===== src/rtl/multi_channel_chunk_processor.sv =====
// Per chunk_pulse, walks an interleaved multi-channel buffer slot by slot, sends each sample
// through an external filter core (or copies it in bypass mode) and writes the result in place.
module multi_channel_chunk_processor #(
  parameter int SAMPLE_SIZE = 24,
  parameter int NUM_CH      = 2,
  parameter int CHUNK_LEN   = 64,
  parameter int START_DELAY = 64,
  parameter int TIMEOUT     = 1024,
  parameter int BUFF_DEPTH  = NUM_CH * CHUNK_LEN,
  parameter int PTR_BITS    = (BUFF_DEPTH > 1) ? $clog2(BUFF_DEPTH) : 1,
  parameter int CH_BITS     = (NUM_CH > 1) ? $clog2(NUM_CH) : 1
) (
  input  logic                   clk,
  input  logic                   rst,
  input  logic                   chunk_pulse,
  input  logic                   bypass,
  output logic [PTR_BITS-1:0]    input_buff_ptr,
  input  logic [SAMPLE_SIZE-1:0] input_buff_sample,
  output logic [PTR_BITS-1:0]    output_buff_ptr,
  output logic [SAMPLE_SIZE-1:0] output_buff_sample,
  output logic                   output_buff_write_pulse,
  output logic [SAMPLE_SIZE-1:0] filt_din,
  output logic [CH_BITS-1:0]     filt_ch,
  output logic                   filt_nd,
  input  logic                   filt_rfd,
  input  logic                   filt_rdy,
  input  logic [SAMPLE_SIZE-1:0] filt_dout,
  output logic                   busy,
  output logic                   chunk_done,
  output logic                   overrun,
  output logic                   timeout_err,
  output logic [2:0]             dbg_state
);

  localparam int CNT_MAX  = (START_DELAY > TIMEOUT) ? START_DELAY : TIMEOUT;
  localparam int CNT_BITS = (CNT_MAX > 1) ? $clog2(CNT_MAX) : 1;

  localparam logic [CNT_BITS-1:0] DELAY_LAST = CNT_BITS'((START_DELAY > 0) ? START_DELAY - 1 : 0);
  localparam logic [CNT_BITS-1:0] TO_LAST    = CNT_BITS'((TIMEOUT > 0) ? TIMEOUT - 1 : 0);
  localparam logic [PTR_BITS-1:0] PTR_LAST   = PTR_BITS'(BUFF_DEPTH - 1);
  localparam logic [CH_BITS-1:0]  CH_LAST    = CH_BITS'(NUM_CH - 1);

  typedef enum logic [2:0] {
    S_IDLE  = 3'd0,
    S_DELAY = 3'd1,
    S_ISSUE = 3'd2,
    S_WAIT  = 3'd3,
    S_WRITE = 3'd4
  } state_t;

  state_t                 state_q, state_d;
  logic [PTR_BITS-1:0]    ptr_q, ptr_d;
  logic [CH_BITS-1:0]     ch_q, ch_d;
  logic [CNT_BITS-1:0]    cnt_q, cnt_d;
  logic                   byp_q, byp_d;
  logic [SAMPLE_SIZE-1:0] sample_q, sample_d;
  logic                   terr_q, terr_d;

  always_comb begin
    state_d  = state_q;
    ptr_d    = ptr_q;
    ch_d     = ch_q;
    cnt_d    = cnt_q;
    byp_d    = byp_q;
    sample_d = sample_q;
    terr_d   = 1'b0;
    case (state_q)
      S_IDLE: begin
        if (chunk_pulse) begin
          byp_d   = bypass;
          state_d = (START_DELAY > 0) ? S_DELAY : S_ISSUE;
        end
      end
      S_DELAY: begin
        if (cnt_q == DELAY_LAST) begin
          cnt_d   = '0;
          state_d = S_ISSUE;
        end else begin
          cnt_d = cnt_q + 1'b1;
        end
      end
      S_ISSUE: begin
        if (byp_q) begin
          sample_d = input_buff_sample;
          state_d  = S_WRITE;
        end else if (filt_rfd) begin
          state_d = S_WAIT;
        end
      end
      S_WAIT: begin
        // An unanswered sample is written as zero so the chunk keeps its slot alignment.
        if (filt_rdy) begin
          sample_d = filt_dout;
          cnt_d    = '0;
          state_d  = S_WRITE;
        end else if (cnt_q == TO_LAST) begin
          sample_d = '0;
          terr_d   = 1'b1;
          cnt_d    = '0;
          state_d  = S_WRITE;
        end else begin
          cnt_d = cnt_q + 1'b1;
        end
      end
      S_WRITE: begin
        // Explicit wrap keeps the pointer in range for non-power-of-two depths.
        if (ptr_q == PTR_LAST) begin
          ptr_d   = '0;
          ch_d    = '0;
          state_d = S_IDLE;
        end else begin
          ptr_d   = ptr_q + 1'b1;
          ch_d    = (ch_q == CH_LAST) ? '0 : ch_q + 1'b1;
          state_d = S_ISSUE;
        end
      end
      default: state_d = S_IDLE;
    endcase
  end

  always_ff @(posedge clk or negedge rst) begin
    if (!rst) begin
      state_q  <= S_IDLE;
      ptr_q    <= '0;
      ch_q     <= '0;
      cnt_q    <= '0;
      byp_q    <= 1'b0;
      sample_q <= '0;
      terr_q   <= 1'b0;
    end else begin
      state_q  <= state_d;
      ptr_q    <= ptr_d;
      ch_q     <= ch_d;
      cnt_q    <= cnt_d;
      byp_q    <= byp_d;
      sample_q <= sample_d;
      terr_q   <= terr_d;
    end
  end

  // Filter handshake: filt_nd is the valid for filt_din/filt_ch and is raised only in a cycle
  // where filt_rfd (ready) is high, so a transfer happens exactly when filt_nd is 1; filt_rdy is
  // the result valid, has no backpressure, and is consumed only while waiting for a result.
  assign filt_nd                 = (state_q == S_ISSUE) && !byp_q && filt_rfd;
  assign filt_din                = input_buff_sample;
  assign filt_ch                 = ch_q;
  assign input_buff_ptr          = ptr_q;
  assign output_buff_ptr         = ptr_q;
  assign output_buff_sample      = sample_q;
  assign output_buff_write_pulse = (state_q == S_WRITE);
  assign chunk_done              = (state_q == S_WRITE) && (ptr_q == PTR_LAST);
  assign busy                    = (state_q != S_IDLE);
  assign overrun                 = chunk_pulse && (state_q != S_IDLE);
  assign timeout_err             = terr_q;
  assign dbg_state               = state_q;

endmodule


===== config.mk =====
export PLATFORM = sky130hd
export DESIGN_NAME = multi_channel_chunk_processor
export DESIGN_NICKNAME = d
export VERILOG_FILES = /design/src/rtl/multi_channel_chunk_processor.sv
export SDC_FILE = /design/constraint.sdc
export NUM_CORES = 1
export LEC_CHECK = 0
export ABC_AREA = 1
export CAP_MARGIN = 20
export CELL_PAD_IN_SITES_DETAIL_PLACEMENT = 1
export CELL_PAD_IN_SITES_GLOBAL_PLACEMENT = 1
export CORE_MARGIN = 2
export CORE_UTILIZATION = 27
export CTS_BUF_LIST = sky130_fd_sc_hd__clkbuf_4 sky130_fd_sc_hd__clkbuf_8
export CTS_CLUSTER_SIZE = 8
export DETAILED_ROUTE_END_ITERATION = 10
export PLACE_DENSITY_LB_ADDON = 0.1
export SYNTH_ARGS = -nofsm -noshare
export SYNTH_HDL_FRONTEND = slang
export SYNTH_SLANG_ARGS = --single-unit

===== constraint.sdc =====
create_clock -name clk -period 1.7 [get_ports clk]
set_clock_uncertainty 0.15 [all_clocks]
set_input_delay 0.425 -clock clk [delete_from_list [all_inputs] [get_ports clk]]
set_output_delay 0.425 -clock clk [all_outputs]
set_load 0.05 [all_outputs]

==> out/qor.csv <==
stage;metric;value;unit
layout;area_delta_synth_final;95.9;%
grt;globalRoute.totalOverflow;0;
min_path;min-delay-path-class;reg2reg;
place;placedInstanceArea;5030;sq um
layout;ff_latch_area;1180;sq um
detailed_routing;drt_drc_violations_left;0;
timing;period_utilisation_layout;117;%
logic_synthesis;synth-warning-count;0;
timing;timing.final.max_slew_violations;0;
timing;tightestPinTransition;0.275;ns
worst_setup_path;crit_path_max_delay_family;flip-flops;
grt;grt_start_max_net_pins;48;
die;floorplan.initialDensity;27.8;%
pwr;power_density;411;nW/um^2
logic_synthesis;post_synth_net_total;454;
place;place.port_buffers;125;
worst_setup_path;critPathRequiredTime;1.12;ns
place;placed_cells;647;
clock_tree;clk_pin_slew_worst_setup_hold_paths;0.08;ns
die;floorplan.io_pins;126;
clock_tree;cts.sinks;47;
worst_setup_path;capturing_element_type_of_the_critical_path;output pin;
detailed_routing;routed_wl;10.1;mm
worst_setup_path;worstPathCellList;nand3_4, clkinvlp_4, nand2_2, nor2_4, buf_12;
timing;final_hold_violations;0;
timing;timing.max_slew.rel_slack;81.7;%
clock_tree;cts.path.max_buffers;2;
status;outcome;complete, but fails checks;
timing;max_freq;0.504;GHz
worst_setup_path;worst-setup-path-type;reg2out;
worst_setup_path;timing.critical_path.slowest_stage_cell;dfrtp_4;
worst_setup_path;worst-path-max-fanout;4;
die;floorplan_core_area;10300;sq um
detailed_routing;total_via_count_after_detailed_routing;3022;
layout;antenna_cells;0;
grt;grt_first_pass_wirelength;15.5;mm
logic_synthesis;register_bit_count_reported_by_yosys;47;
pwr;peakVddDrop;0.257;mV
layout;postLayoutCellArea;5630;sq um
worst_setup_path;cp.arrival;1.41;ns
detailed_routing;viasPerCell;4.45;
die;standard_cell_row_count;37;
clock_tree;clock_tree_from_tritoncts;done;
die;chipHeight;107;um
detailed_routing;route.detailed.wl_per_inst;14.9;um
layout;fin_nets;598;
worst_setup_path;worst_path_largest_cell_delay;0.54;ns
pwr;leakage;2.84;nW
timing;rsz_0062_raised_after_global_routing;true;
worst_setup_path;crit_path_start_kind;register;
detailed_routing;drtPass1Iterations;4;
grt;global_route.usage.total;17.0;%
timing;final.setup.worst_slack;-0.285;ns
timing;setup_viol_count_final;45;
logic_synthesis;avg_inst_size_synth;7.22;sq um
clock_tree;clk_latency;0.31;ns
timing;finalHoldWorstSlack;0.392;ns
logic_synthesis;synth_edf_count;0;
logic_synthesis;netlist-cell-type-count;28;
logic_synthesis;synth_sequential_area_ratio;40.9;%
timing;layout_min_cycle_time;1.99;ns
logic_synthesis;synth_flop_cell;dfrtp_1;
layout;final.fill_count;1169;
logic_synthesis;synth-async-reset-ratio;100;%
status;failed_checks;setup timing;
clock_tree;cts_inserted_buffers;5;
logic_synthesis;syn-cell-area;2870;sq um
die;die_width;107;um
place;dpl.hpwl;7.10;mm
clock_tree;h_tree_level_count;2;
layout;fraction_of_final_layout_cells_sized_beyond_drive_strength_1;38.7;%
detailed_routing;drtAntennaViolNets;0;
worst_setup_path;buffering_stage_count_on_the_worst_path_with_inverters_included;2;
place;finalWeightedCongestion;0.764;
pwr;report.power.total;2.31;mW
die;die_outline_area;11500;sq um
logic_synthesis;synthCells;398;
job;drv.max_cap_violation_count;0;
grt;grt_antenna_before_repair;0;
layout;final_cell_count_no_fill;679;
layout;multiInputGateArea;1470;sq um
detailed_routing;drt-initial-drc-count;47;
clock_tree;root_buffer;clkbuf_8;
grt;grt_pass1_vias;3133;
[path summary, 6_finish.rpt]
path / end / slack, ns / cells after the start / start
setup / recovery: chunk_done / -0.29 / 5 / dbg_state[2]$_DFFE_PN0P_
hold / removal: output_buff_sample[14]$_DFFE_PN0P_ / 0.39 / 2 / output_buff_sample[14]$_DFFE_PN0P_
setup reg to reg: output_buff_sample[4]$_DFFE_PN0P_ / -0.27 / 10 / dbg_state[2]$_DFFE_PN0P_
hold reg to reg: output_buff_sample[14]$_DFFE_PN0P_ / 0.39 / 2 / output_buff_sample[14]$_DFFE_PN0P_
max in group asynchronous: dbg_state[2]$_DFFE_PN0P_ / 0.64 / 3 / rst
min in group asynchronous: cnt_q[4]$_DFFE_PN0P_ / 0.49 / 3 / rst
[per-stage QoR]
stage,worst slack (ns),utilization [%],setup TNS [ns]
global placement,-0.175,48.7,-5.06
CTS,-0.276,50.8,-2.85
floorplan,-0.390,-,-1.07
global route,-0.359,54.5,-12.49
finish,-0.285,54.5,-8.56
detailed placement,-0.240,48.7,-5.87
[synth_stat cells, types with 2 or more instances]
library cell / instances / share of area, %
nand2_2: 12 / 2.6
a21oi_1: 4 / 0.70
nand4_1: 4 / 0.87
nand2_4: 2 / 0.78
nand2_1: 161 / 21
nand3_1: 18 / 3.1
nor3_1: 5 / 0.87
buf_6: 2 / 0.78
xor2_1: 4 / 1.2
clkbuf_1: 5 / 0.65
nor2_1: 24 / 3.1
inv_1: 32 / 4.2
nor2_2: 3 / 0.65
buf_2: 3 / 0.52
buf_4: 33 / 8.6
ha_1: 2 / 0.87
dfrtp_1: 47 / 41
o21ai_0: 27 / 4.7
[registers in the layout, indices dropped and copies added (netlist names)]
signal              count
timeout_err             1
byp_q                   1
input_buff_ptr          7
filt_ch                 1
cnt_q                  10
dbg_state               3
output_buff_sample     24
[per-layer routing]
metal / vias up / GRT usage [%] / wire length (um)
met4: 0 / 4.17 / 83
met1: 1450 / 19.9 / 3970
li1: 1489 / - / -
met3: 6 / 4.80 / 571
met5: - / 0 / 0
met2: 77 / 30.4 / 5500
[layout make-up]
class                           count  share of cell area [%]
Inverter                           34                    2.65
Clock inverter                      1                  0.0889
Clock buffer                        7                    1.49
Multi-Input combinational cell    272                    26.1
Tap cell                          136                    3.02
Sequential cell                    47                    21.1
Timing Repair inverter              3                   0.689
Timing Repair Buffer              179                    44.9
[cells in the final DEF, fill, tap and decap left out, types with 13 or more instances in the layout]
| master | instances |
|---|---|
| nor2_1 | 13 |
| o21ai_0 | 24 |
| inv_1 | 25 |
| buf_4 | 34 |
| buf_12 | 76 |
| clkdlybuf4s50_1 | 37 |
| nand2_1 | 143 |
| dfrtp_1 | 42 |
| buf_6 | 13 |
| nand2_2 | 26 |
[cells by family (layout without fill, tap and decap cells)]
family,after synthesis,after routing,synth area share (%)
and+or+nand+nor,232,232,34.7
buffers and inverters,79,224,16.0
DFF,47,47,40.9
AOI/OAI and AO/OA,33,33,5.97
xor gates and xnor gates,5,5,1.52
adders and majority gates,2,2,0.871
[worst reg2reg max path: stages, from the launching register on]
cell	delay (ns)
dfrtp_4	0.54
buf_6	0.14
buf_6	0.12
nor2_4	0.15
nand2_4	0.10
nor2_4	0.11
nand2_4	0.09
nand2_8	0.18
clkbuf_16	0.19
nand2_1	0.06
nand2_1	0.07
[where the power goes]
part	switching, mW	leakage, nW	internal, mW	total, mW
Clock	0.395	0.0491	0.322	0.718
Combinational	0.229	2.17	0.248	0.478
Sequential	0	0.619	1.12	1.12
Total	0.625	2.84	1.69	2.31
[timing repair]
action                                  CTS  global route
hold endpoints to repair                 47             0
endpoints found under the setup margin   12            55
hold buffers                              1             0
setup buffers                             9             9
pin swaps                                 7            16
gates resized for setup                  16            76
gates cloned                              0             5
Note: power is estimated with default switching activity, not from simulation.
